### config.mk
export PLATFORM = sky130hd
export DESIGN_NAME = ifu_pc_gen
export DESIGN_NICKNAME = d
export VERILOG_FILES = /design/src/rtl/ifu_pc_gen_pkg.sv /design/src/rtl/ifu_pc_gen.sv
export SDC_FILE = /design/constraint.sdc
export NUM_CORES = 1
export LEC_CHECK = 0
export ABC_CLOCK_PERIOD_IN_PS = 2100
export BUFFER_PORTS_ARGS = -buffer_cell sky130_fd_sc_hd__clkbuf_2
export CAP_MARGIN = 30
export CORE_MARGIN = 2
export CORE_UTILIZATION = 45
export DETAILED_ROUTE_END_ITERATION = 7
export GPL_TIMING_DRIVEN = 0
export PLACE_DENSITY = 0.81
export SLEW_MARGIN = 30
export SYNTH_ARGS = -nofsm -noshare
export SYNTH_HDL_FRONTEND = slang
export SYNTH_SLANG_ARGS = --single-unit
### constraint.sdc
create_clock -name clk -period 2.1 [get_ports clk]
set_clock_uncertainty 0.05 [all_clocks]
set_input_delay 0.42 -clock clk [delete_from_list [all_inputs] [get_ports clk]]
set_output_delay 0.42 -clock clk [all_outputs]
set_load 0.02 [all_outputs]
### src/rtl/ifu_pc_gen_pkg.sv
// Shared fetch-stage definitions: FSM encoding, instruction stride and reset PC,
// also used by the BTB and the IF/ID register.
package ifu_pc_gen_pkg;

    typedef enum logic [1:0] {
        ST_IDLE = 2'd0,
        ST_REQ  = 2'd1,
        ST_WAIT = 2'd2,
        ST_HOLD = 2'd3
    } fetch_state_t;

    localparam logic [31:0] INST_STRIDE      = 32'h0000_0004;
    localparam logic [31:0] RESET_PC_DEFAULT = 32'h8000_0000;

endpackage

### src/rtl/ifu_pc_gen.sv
// Fetch PC generator: owns the fetch PC, queries the BTB, issues one imem request
// at a time and hands PC/instruction/prediction to IF/ID over valid/ready.
module ifu_pc_gen
    import ifu_pc_gen_pkg::*;
#(
    parameter logic [31:0] RESET_PC = RESET_PC_DEFAULT
) (
    input  logic        clk,
    input  logic        rst,

    output logic [31:0] btb_pc_query,
    output logic        btb_lookup_en,
    input  logic        btb_hit,
    input  logic [31:0] btb_target,

    output logic        imem_req_valid,
    input  logic        imem_req_ready,
    output logic [31:0] imem_req_addr,
    input  logic        imem_resp_valid,
    input  logic [31:0] imem_resp_data,

    input  logic        redirect_valid,
    input  logic [31:0] redirect_pc,

    output logic        out_valid,
    input  logic        out_ready,
    output logic [31:0] out_pc,
    output logic [31:0] out_inst,
    output logic [31:0] out_pred_target,
    output logic        out_pred_taken
);

    fetch_state_t state;
    fetch_state_t state_nxt;

    logic [31:0] pc;
    logic        kill;
    logic        pred_taken;
    logic [31:0] pred_target;
    logic        req_fire;

    assign req_fire      = (state == ST_REQ) && imem_req_ready;
    assign btb_pc_query  = pc;
    assign imem_req_addr = pc;

    // NOTE: sequential state uses non-blocking assignments so every register
    // samples pre-edge values regardless of process evaluation order.
    always_ff @(posedge clk) begin
        if (rst) begin
            state <= ST_IDLE;
        end else begin
            state <= state_nxt;
        end
    end

    // NOTE: state_nxt is given a default before the case so no path leaves it
    // unassigned, which would otherwise infer a latch.
    always_comb begin
        state_nxt = state;
        case (state)
            ST_IDLE: state_nxt = ST_REQ;
            ST_REQ: begin
                if (req_fire) begin
                    state_nxt = ST_WAIT;
                end
            end
            ST_WAIT: begin
                if (imem_resp_valid) begin
                    state_nxt = (kill || redirect_valid) ? ST_REQ : ST_HOLD;
                end
            end
            ST_HOLD: begin
                if (redirect_valid || out_ready) begin
                    state_nxt = ST_REQ;
                end
            end
            default: state_nxt = ST_IDLE;
        endcase
    end

    always_comb begin
        imem_req_valid = 1'b0;
        btb_lookup_en  = 1'b0;
        out_valid      = 1'b0;
        case (state)
            ST_REQ: begin
                imem_req_valid = 1'b1;
                btb_lookup_en  = 1'b1;
            end
            ST_HOLD: out_valid = 1'b1;
            default: ;
        endcase
    end

    // Fetch PC, kill flag, captured prediction and the IF/ID-facing payload.
    always_ff @(posedge clk) begin
        if (rst) begin
            pc              <= RESET_PC;
            kill            <= 1'b0;
            pred_taken      <= 1'b0;
            pred_target     <= '0;
            out_pc          <= '0;
            out_inst        <= '0;
            out_pred_taken  <= 1'b0;
            out_pred_target <= '0;
        end else begin
            case (state)
                ST_IDLE, ST_HOLD: begin
                    if (redirect_valid) begin
                        pc <= redirect_pc;
                    end
                end
                ST_REQ: begin
                    if (redirect_valid) begin
                        pc <= redirect_pc;
                    end
                    if (req_fire) begin
                        // An accepted request in a redirect cycle fetches a stale PC.
                        kill        <= redirect_valid;
                        pred_taken  <= btb_hit;
                        pred_target <= btb_hit ? btb_target : pc + INST_STRIDE;
                    end
                end
                ST_WAIT: begin
                    if (redirect_valid) begin
                        pc   <= redirect_pc;
                        kill <= !imem_resp_valid;
                    end else if (imem_resp_valid) begin
                        if (kill) begin
                            kill <= 1'b0;
                        end else begin
                            out_pc          <= pc;
                            out_inst        <= imem_resp_data;
                            out_pred_taken  <= pred_taken;
                            out_pred_target <= pred_target;
                            pc              <= pred_target;
                        end
                    end
                end
                default: ;
            endcase
        end
    end

endmodule
======== Word level (Yosys, flattened, before mapping) ========
Index checks and enable logic that the tools add are counted.
storage, ports and cells
  bits of input ports ..................... 103
  output and inout port bits .............. 164
  register bits after elaboration ......... 165
  logic and storage cells ................. 50
operators by class
  muxes and demuxes ....................... 17
  add/subtract/negate cells ............... 1
  reduce and logical (&&, ||, !) cells .... 12
  equal/unequal tests ..................... 9
  bitwise operators ....................... 2
operators by type and width
  operator                                                         count
  32-bit two-way mux                                               5
  32-bit case mux with 2 select lines                              1
  32-bit by 3-bit adder with 32-bit output, second input constant  1
  3-bit AND reduction                                              3
  2-bit two-way mux                                                4
  2-bit case mux with 4 select lines                               1
  2-bit != test, second input constant                             3
  3-bit != test, second input constant                             2
  1-bit two-way mux                                                5
  2-bit == test, second input constant                             2
  4-bit AND reduction                                              1
  3-bit OR reduction                                               1
  2-bit by 1-bit == test with 1-bit output, second input constant  1
  2-bit zero test                                                  1
  1-bit logical OR                                                 2
  2-bit by 1-bit != test with 1-bit output, second input constant  1
  1-bit inverter                                                   2
  1-bit case mux with 2 select lines                               1
  2-bit AND reduction                                              1
  2-bit nonzero test                                               1
  1-bit logical AND                                                1
  1-bit zero test                                                  1

======== Logic depth before layout (Yosys ltp) ========
Gate-level depths: netlist (run 1).
  word-level depth ........................ 4
  gate-level depth with buffers ........... 9
  gate-level depth less buffers ........... 6

======== Worst setup path before layout (run 1) ========
Ideal clock, no wire load.
  path type ............................... reg2reg
  start ................................... register pc[2], in the netlist btb_pc_query[2]
  end ..................................... register pred_target[22]
  period minus slack after synthesis ...... 2.069 ns
  data required time ...................... 1.923 ns
  slack ................................... 0.031 ns
  library setup time ...................... 0.127 ns
  cell stages (with the launch flop) ...... 7
  path buffers ............................ 1
  arrival ................................. 1.892 ns
  cells stage by stage .................... dfxtp_1 -> ha_1 -> and4_1 -> buf_2 -> nand3_1 -> o311a_1 -> or3_1
between the ends
  cells in the longest elaborated chain, start to end .. 2
RTL lines
  element                                   RTL line           RTL
  start, declared                           ifu_pc_gen.sv:36   logic [31:0] pc;
  start signal, assigned                    ifu_pc_gen.sv:110  pc <= redirect_pc;
  start signal, assigned                    ifu_pc_gen.sv:115  pc <= redirect_pc;
  start signal, assigned                    ifu_pc_gen.sv:126  pc <= redirect_pc;
  32-bit by 3-bit adder with 32-bit output  ifu_pc_gen.sv:121  pred_target <= btb_hit ? btb_target : pc + INST_STRIDE;
  32-bit two-way mux                        ifu_pc_gen.sv:121
  end signal, assigned                      ifu_pc_gen.sv:121
  end, declared                             ifu_pc_gen.sv:39   logic [31:0] pred_target;
No other way between the ends.
A chain may end at the register's enable or synchronous reset.

======== Worst setup path in the final report (run 1) ========
  start ................................... register state[1]
  end ..................................... register pred_target[10]
between the ends
  cells in the longest elaborated chain, start to end .. 3
RTL lines
  element                                       RTL line                             RTL
  start, declared                               ifu_pc_gen.sv:33                     fetch_state_t state;
  start signal, assigned                        ifu_pc_gen.sv:52                     state <= state_nxt;
  2-bit by 1-bit == test with 1-bit output (*)  ifu_pc_gen.sv:42, ifu_pc_gen.sv:107
  1-bit logical AND                             ifu_pc_gen.sv:42                     assign req_fire = (state == ST_REQ) && imem_req_ready;
  2-bit AND reduction (no line) (*)             --
Every way passes the cells marked *; elsewhere a longest branch is shown, timed or not.

==> results of run 1 <==
## area by class of cell
cell class,count,area share [%]
Buffer,116,6.68
Clock buffer,23,4.53
Clock inverter,8,1.05
Inverter,18,0.683
Multi-Input combinational cell,647,37.1
Sequential cell,165,33.5
Tap cell,220,2.78
Timing Repair Buffer,266,13.6
## power by group
group          total, µW  switching (µW)  internal [µW]  leakage, µW
Combinational       1160             706            457      0.00266
Clock               3010            1260           1740     0.000253
Sequential          3430             180           3250      0.00134
## registers in the layout (all words and copies together), names as in the netlist
| signal | flops |
|---|---|
| out_pc | 32 |
| kill | 1 |
| pred_target | 32 |
| out_pred_target | 32 |
| out_pred_taken | 1 |
| btb_pc_query | 32 |
| state | 2 |
| out_inst | 32 |
| pred_taken | 1 |
## worst max path at each step
stage,start,endpoint,slack (ns),cells past startpoint
after floorplan,btb_pc_query[2],pred_target[22],0.03,6
after global placement,state[0],btb_pc_query[28],-0.39,7
after detailed placement,state[0],btb_pc_query[24],-0.43,7
after CTS,state[1],pred_target[14],0.01,7
after global routing,state[1],pred_target[14],-0.01,7
final,state[1],pred_target[10],0.07,8
## stage by stage
step	util (%)	setup WS, ns
after floorplan	-	0.0309
after global placement	55.6	-0.391
after CTS	59.5	0.0130
final	59.8	0.0748
after global routing	59.8	-0.0115
after detailed placement	55.6	-0.429
## metal layers
layer / vias to the layer above / share of wire (%)
met2: 445 / 46
met4: 0 / 3.3
met3: 70 / 9.4
met1: 3691 / 41
li1: 3861 / -
met5: - / 0
## worst max-delay path, cell delays in order, from the launching register on
cell and delay [ns]:
dfxtp_2 0.36, inv_1 0.07, ha_2 0.27, buf_4 0.20
and2_2 0.25, buf_4 0.22, buf_4 0.22, nand3_1 0.11
a31oi_1 0.19
## placed cells by master (no fill, tap or decap), types with 16 or more instances in the layout
| master | instances |
|---|---|
| dfxtp_1 | 161 |
| o21ai_0 | 18 |
| clkbuf_2 | 274 |
| clkbuf_1 | 43 |
| mux2i_1 | 33 |
| a211oi_1 | 39 |
| nand2_1 | 218 |
| nand3_1 | 24 |
| a21oi_1 | 116 |
| buf_4 | 39 |
| nor3_1 | 43 |
| inv_1 | 16 |
| clkbuf_16 | 17 |
| buf_2 | 21 |
## cell families (layout without fill, tap and decap cells)
logic type,Yosys count,after routing,synth area share [%]
DFF,165,165,43.5
buffers and inverters,135,431,9.00
and+or+nand+nor,376,376,23.1
xor gates and xnor gates,8,8,0.923
adders and majority gates,5,5,0.824
muxes,33,33,4.35
AOI/OAI and AO/OA,225,225,18.3
## what timing repair did
item,CTS,global route
resized for setup,28,30
setup buffers,1,0
endpoints found under the setup margin,161,109
pin swaps,2,2
==> flow_summary_export.csv, run 1 <==
group,metric,value,unit
status,run_status,"completed",
global_routing,grt_use_met3,8.69,%
clock_network,root_buffer,"clkbuf_16",
worst_hold_path,min_from,"imem_resp_data[1]",
power_and_ir_drop,powerDensity,769,nW/µm²
power_and_ir_drop,total_power,7600,µW
finish,multi_input_area,3670,µm²
worst_setup_path,rr_worst_depth,8,
worst_setup_path,crit_path_start_kind,"flip-flop",
clock_network,cts_hold_buffers,0,
route,remaining_drc_errors,0,
timing,whs,0.154,ns
yosys,syn_nets,1055,
timing,worstMarginPinSlew,0.766,ns
worst_setup_path,arrival,2.33,ns
die,core_area,16500,µm²
finish,fin_nets,1339,
global_routing,grt_pass1_wl,39.6,mm
yosys,synthTopCellsByCount,"219 x nand2_1, 165 x dfxtp_1, 116 x a21oi_1, 49 x clkbuf_1, 43 x nor3_1",
die,dieArea,17900,µm²
worst_setup_path,critPathCaptureType,"flip-flop",
global_routing,grtUsageMet1,35.4,%
place,dp_hpwl,18.8,mm
timing,fmax,494,MHz
clock_network,clk_pin_slew,0.06,ns
route,initialDrtViolationCount,697,
die,num_rows,47,
timing,setup-violations-final,0,
finish,n_antenna_cell,0,
worst_hold_path,min_to,"out_inst[1]",
clock_network,cts_made_buffers,17,
finish,fin_cells,1463,
yosys,synth_area_leaders,"dfxtp_1 44%, nand2_1 11%, a21oi_1 7.6%, mux2i_1 4.4%, a211oi_1 3.9%",
global_routing,grtUsageMet2,45.2,%
worst_setup_path,rr_startpoint,"state[1]",
die,die_h,134,µm
route,via_count,8067,
route,routed_wl,25.9,mm
yosys,netlist.area_leader.share,43.5,%
run,maxCapViolations,0,
timing,fin_crit_sh,96.4,%
place,dpl.cell_count,1432,
finish,regArea,3310,µm²
yosys,synth_edf_count,0,
clock_network,clk_latency,0.43,ns
place,globalplace.congestion,0.894,
route,ant_nets,0,
timing,finalCriticalPeriod,2.03,ns
clock_network,cts.sinks,165,
worst_setup_path,path_class,"flip-flop to flip-flop",
clock_network,clock_path_buffers,2,
power_and_ir_drop,ir_drop,0.000617,V
global_routing,grt_max_degree,17,
power_and_ir_drop,power_leakage,0.00426,µW
clock_network,cts_tree,"built",
finish,fillers,1509,
place,place_area,9190,µm²
finish,area_growth,30.3,%
timing,slew_viol_final,0,
worst_setup_path,crit_fanout,10,
yosys,ys_seq_elements,165,
yosys,yosys.area.top_type,"dfxtp_1",
place,port-buffer-count,265,
global_routing,grt-ovfl-total,0,
clock_network,cts.htree.levels,4,
yosys,post-synth-top-count-cell,"nand2_1",
worst_setup_path,ff2ff_setup_slack,0.07,ns
die,io-pin-count,267,
worst_setup_path,cp.required,2.40,ns
yosys,syn_inst,947,
die,initial_core_util,45.9,%
yosys,ys_warn_count,0,
timing,relSlewSlack,48.9,%
global_routing,grt_antenna_before_repair,0,
timing,rsz0062_at_grt,"true",
route,vias_per_cell,5.51,
yosys,ys_types,62,
global_routing,grt_pass1_vias,7558,
yosys,synthFlopType,"dfxtp_1",
route,drtPass1Iterations,6,
global_routing,grt_usage,28.1,%
yosys,syn_avg_cell_area,8.01,µm²
global_routing,grt-busiest-layer,"met2",
timing,hold_viol,0,
yosys,syn_area,7590,µm²
timing,tns,0,ns
die,die_w,134,µm
yosys,async_flop_share,0,%
yosys,seq_area_frac_synth,43.5,%
route,avgRoutedWirePerCell,17.7,µm
finish,fin_area,9890,µm²
finish,drive_gt1_share,31.8,%
worst_setup_path,r2r-end,"pred_target[10]",
worst_hold_path,hold_class,"input pin to flip-flop",
worst_hold_path,hold_depth,3,
(Power assumes the default switching activity.)
==> run 2: changes to the inputs <==
--- a/config.mk
+++ b/config.mk
@@ -5,6 +5,7 @@
 export SDC_FILE = /design/constraint.sdc
 export NUM_CORES = 1
 export LEC_CHECK = 0
+export ABC_AREA = 1
 export ABC_CLOCK_PERIOD_IN_PS = 2100
 export BUFFER_PORTS_ARGS = -buffer_cell sky130_fd_sc_hd__clkbuf_2
 export CAP_MARGIN = 30
@@ -12,7 +13,7 @@
 export CORE_UTILIZATION = 45
 export DETAILED_ROUTE_END_ITERATION = 7
 export GPL_TIMING_DRIVEN = 0
-export PLACE_DENSITY = 0.81
+export PLACE_DENSITY = 0.74
 export SLEW_MARGIN = 30
 export SYNTH_ARGS = -nofsm -noshare
 export SYNTH_HDL_FRONTEND = slang
==> flow_summary_export.csv, run 2 <==
group,metric,value,unit
status,run_status,"completed",
power_and_ir_drop,swShare,27.8,%
finish,n_antenna_cell,0,
route,via_count,7797,
yosys,syn_avg_cell_area,7.09,µm²
place,dp_hpwl,18.7,mm
route,drtPass1Iterations,5,
die,core_area,15800,µm²
power_and_ir_drop,ir_drop,0.000610,V
clock_network,cts_made_buffers,17,
yosys,post-synth-top-count-cell,"nand2_1",
route,remaining_drc_errors,0,
yosys,synthTopCellsByCount,"246 x nand2_1, 165 x dfxtp_1, 160 x nor2_1, 98 x a21oi_1, 84 x o21ai_0",
worst_setup_path,crit_family,"simple AND/OR/NAND/NOR gates",
place,place_ws,-0.0755,ns
run,maxCapViolations,0,
die,dieArea,17100,µm²
timing,fin_crit_sh,95.1,%
worst_setup_path,cp.buffers_inverters,0,
global_routing,grt_pass1_vias,6798,
power_and_ir_drop,switchingPower,2140,µW
place,port-buffer-count,266,
yosys,async_flop_share,0,%
worst_setup_path,crit_slowest_cell,"dfxtp_1",
worst_setup_path,crit_fanout,6,
worst_hold_path,hold_class,"input pin to flip-flop",
route,vias_per_cell,5.07,
yosys,yosys.area.top_type,"dfxtp_1",
finish,fin_nets,1418,
power_and_ir_drop,power_frac_seq,45.3,%
worst_hold_path,hold_depth,3,
worst_setup_path,crit_path_frequent_cell,"nand2_1",
timing,rsz0062_at_grt,"true",
yosys,syn_nets,1131,
clock_network,root_buffer,"clkbuf_16",
timing,final.setup.worst_slack,0.103,ns
worst_setup_path,arrival,2.23,ns
die,initial_core_util,45.8,%
timing,relSlewSlack,57.6,%
finish,regArea,3300,µm²
worst_hold_path,min_from,"imem_resp_data[1]",
power_and_ir_drop,powerDensity,815,nW/µm²
finish,multi_input_area,3300,µm²
timing,finalCriticalPeriod,2.00,ns
global_routing,grt-ovfl-total,0,
worst_setup_path,cp.required,2.34,ns
place,globalplace.congestion,0.942,
route,ant_nets,0,
timing,worstMarginPinSlew,0.636,ns
yosys,ys_warn_count,0,
timing,slew_viol_final,0,
clock_network,clk_latency,0.43,ns
route,routed_wl,24.5,mm
global_routing,grt_usage,27.8,%
die,io-pin-count,267,
global_routing,grt_antenna_before_repair,0,
finish,fin_cells,1539,
clock_network,clock_path_buffers,2,
worst_setup_path,r2r-end,"pred_target[22]",
worst_setup_path,crit_path_start_kind,"flip-flop",
worst_setup_path,cpPeakStageDelay,0.48,ns
power_and_ir_drop,power.internal,5580,µW
clock_network,clk_pin_slew,0.06,ns
yosys,ys_seq_elements,165,
die,die_w,131,µm
clock_network,cts_tree,"built",
timing,hold_viol,0,
clock_network,cts.htree.levels,4,
worst_hold_path,min_to,"out_inst[1]",
worst_setup_path,rr_startpoint,"btb_pc_query[3]",
worst_setup_path,ff2ff_setup_slack,0.10,ns
finish,drive_gt1_share,27.7,%
yosys,seq_area_frac_synth,45.5,%
place,dpl.cell_count,1505,
worst_setup_path,critPathCaptureType,"flip-flop",
route,avgRoutedWirePerCell,15.9,µm
die,die_h,131,µm
power_and_ir_drop,power_leakage,0.00445,µW
clock_network,cts_hold_buffers,0,
timing,fmax,501,MHz
die,num_rows,46,
finish,layout_commonest_cell,"clkbuf_2",
yosys,synth_edf_count,0,
timing,setup-violations-final,0,
worst_setup_path,path_class,"flip-flop to flip-flop",
route,initialDrtViolationCount,709,
finish,fillers,1487,
yosys,synthFlopType,"dfxtp_1",
finish,final_cell_mix,"270 x clkbuf_2, 246 x nand2_1, 165 x dfxtp_1, 160 x nor2_1, 98 x a21oi_1",
power_and_ir_drop,p_clk_share,40.4,%
finish,area_growth,30.6,%
global_routing,grt_pass1_wl,36.1,mm
yosys,ys_types,25,
power_and_ir_drop,total_power,7720,µW
worst_setup_path,rr_worst_depth,10,
clock_network,cts.sinks,165,
yosys,syn_inst,1023,
power_and_ir_drop,power_frac_comb,14.4,%
global_routing,grt_max_degree,17,
yosys,netlist.area_leader.share,45.5,%
yosys,syn_area,7250,µm²
yosys,synth_area_leaders,"dfxtp_1 46%, nand2_1 13%, nor2_1 8.3%, a21oi_1 6.8%, o21ai_0 5.8%",
worst_setup_path,path_cells,"ha_1 -> nand2_1 -> nor2_2 -> nand2_2 -> nor2_2 -> nand2_1 -> nand2_1 -> nand3_1 -> nand2_1 -> a21oi_1",
[run 2: final cells by class]
| cell class | instances | share of cell area (%) |
|---|---|---|
| sequential | 165 | 34.9 |
| buffer | 94 | 5.49 |
| clock inverter | 7 | 0.991 |
| inverter | 38 | 1.51 |
| clock buffer | 25 | 5.23 |
| multi-input combinational | 726 | 34.8 |
| timing repair buffer | 268 | 14.2 |
| tap | 216 | 2.85 |
[run 2: power by group through the flow]
stage / registers [µW] / logic, µW / clock network [µW]
5_1_grt: 3510 / 1220 / 3290
4_1_cts: 3490 / 1100 / 3130
3_5_place_dp: 3550 / 1090 / 0
2_1_floorplan: 3580 / 599 / 0
3_3_place_gp: 3550 / 1080 / 0
6_report: 3490 / 1110 / 3120
[run 2: what timing repair did]
action / in CTS / in global routing
endpoints found under the setup margin: 82 / 107
pin swaps: 0 / 1
buffers inserted: 0 / 2
resized for setup: 1 / 9
[run 2: worst max path at each step]
stage	start	end	slack, ns	depth (start not counted)
3_3_place_gp	state[0]	out_pred_target[22]	-0.01	8
5_1_grt	btb_pc_query[3]	pred_target[20]	-0.03	10
6_report	btb_pc_query[3]	pred_target[22]	0.10	10
2_1_floorplan	state[1]	pred_target[0]	0.39	8
3_5_place_dp	state[0]	out_pc[17]	-0.08	8
4_1_cts	state[1]	pred_target[0]	0.03	8
[run 2: worst register-to-register path, stage by stage, from the launching register on]
cell	delay (ns)
dfxtp_1	0.48
ha_1	0.25
nand2_1	0.08
nor2_2	0.17
nand2_2	0.14
nor2_2	0.29
nand2_1	0.09
nand2_1	0.07
nand3_1	0.07
nand2_1	0.10
a21oi_1	0.06
[run 2: cells by family (layout without fill, tap and decap cells)]
family / Yosys count / in the layout / synth area share (%)
compound gates: 256 / 256 / 18.3
fa+ha+maj: 5 / 5 / 0.863
buf+inv: 132 / 432 / 9.04
flops: 165 / 165 / 45.5
xor+xnor: 13 / 13 / 1.57
simple gates: 452 / 452 / 24.7
[run 2: stage by stage]
| step | instance area, µm² | hold slack, ns | util, % | setup TNS (ns) |
|---|---|---|---|---|
| 2_1_floorplan | 7250 | 0.400 | - | 0 |
| 3_3_place_gp | 8850 | 0.399 | 55.9 | -0.107 |
| 3_5_place_dp | 8850 | 0.402 | 55.9 | -2.48 |
| 4_1_cts | 9450 | 0.152 | 59.7 | 0 |
| 5_1_grt | 9470 | 0.158 | 59.8 | -0.159 |
| 6_report | 9470 | 0.158 | 59.8 | 0 |
[run 2: metal layers]
metal / routed length [µm] / GRT usage [%] / up-vias / share of wire [%]
met4: 658 / 10.9 / 0 / 2.7
met5: 0 / 0 / - / 0
li1: - / - / 3883 / -
met2: 11000 / 43.4 / 390 / 45
met1: 10800 / 38.3 / 3479 / 44
met3: 2080 / 5.09 / 45 / 8.5
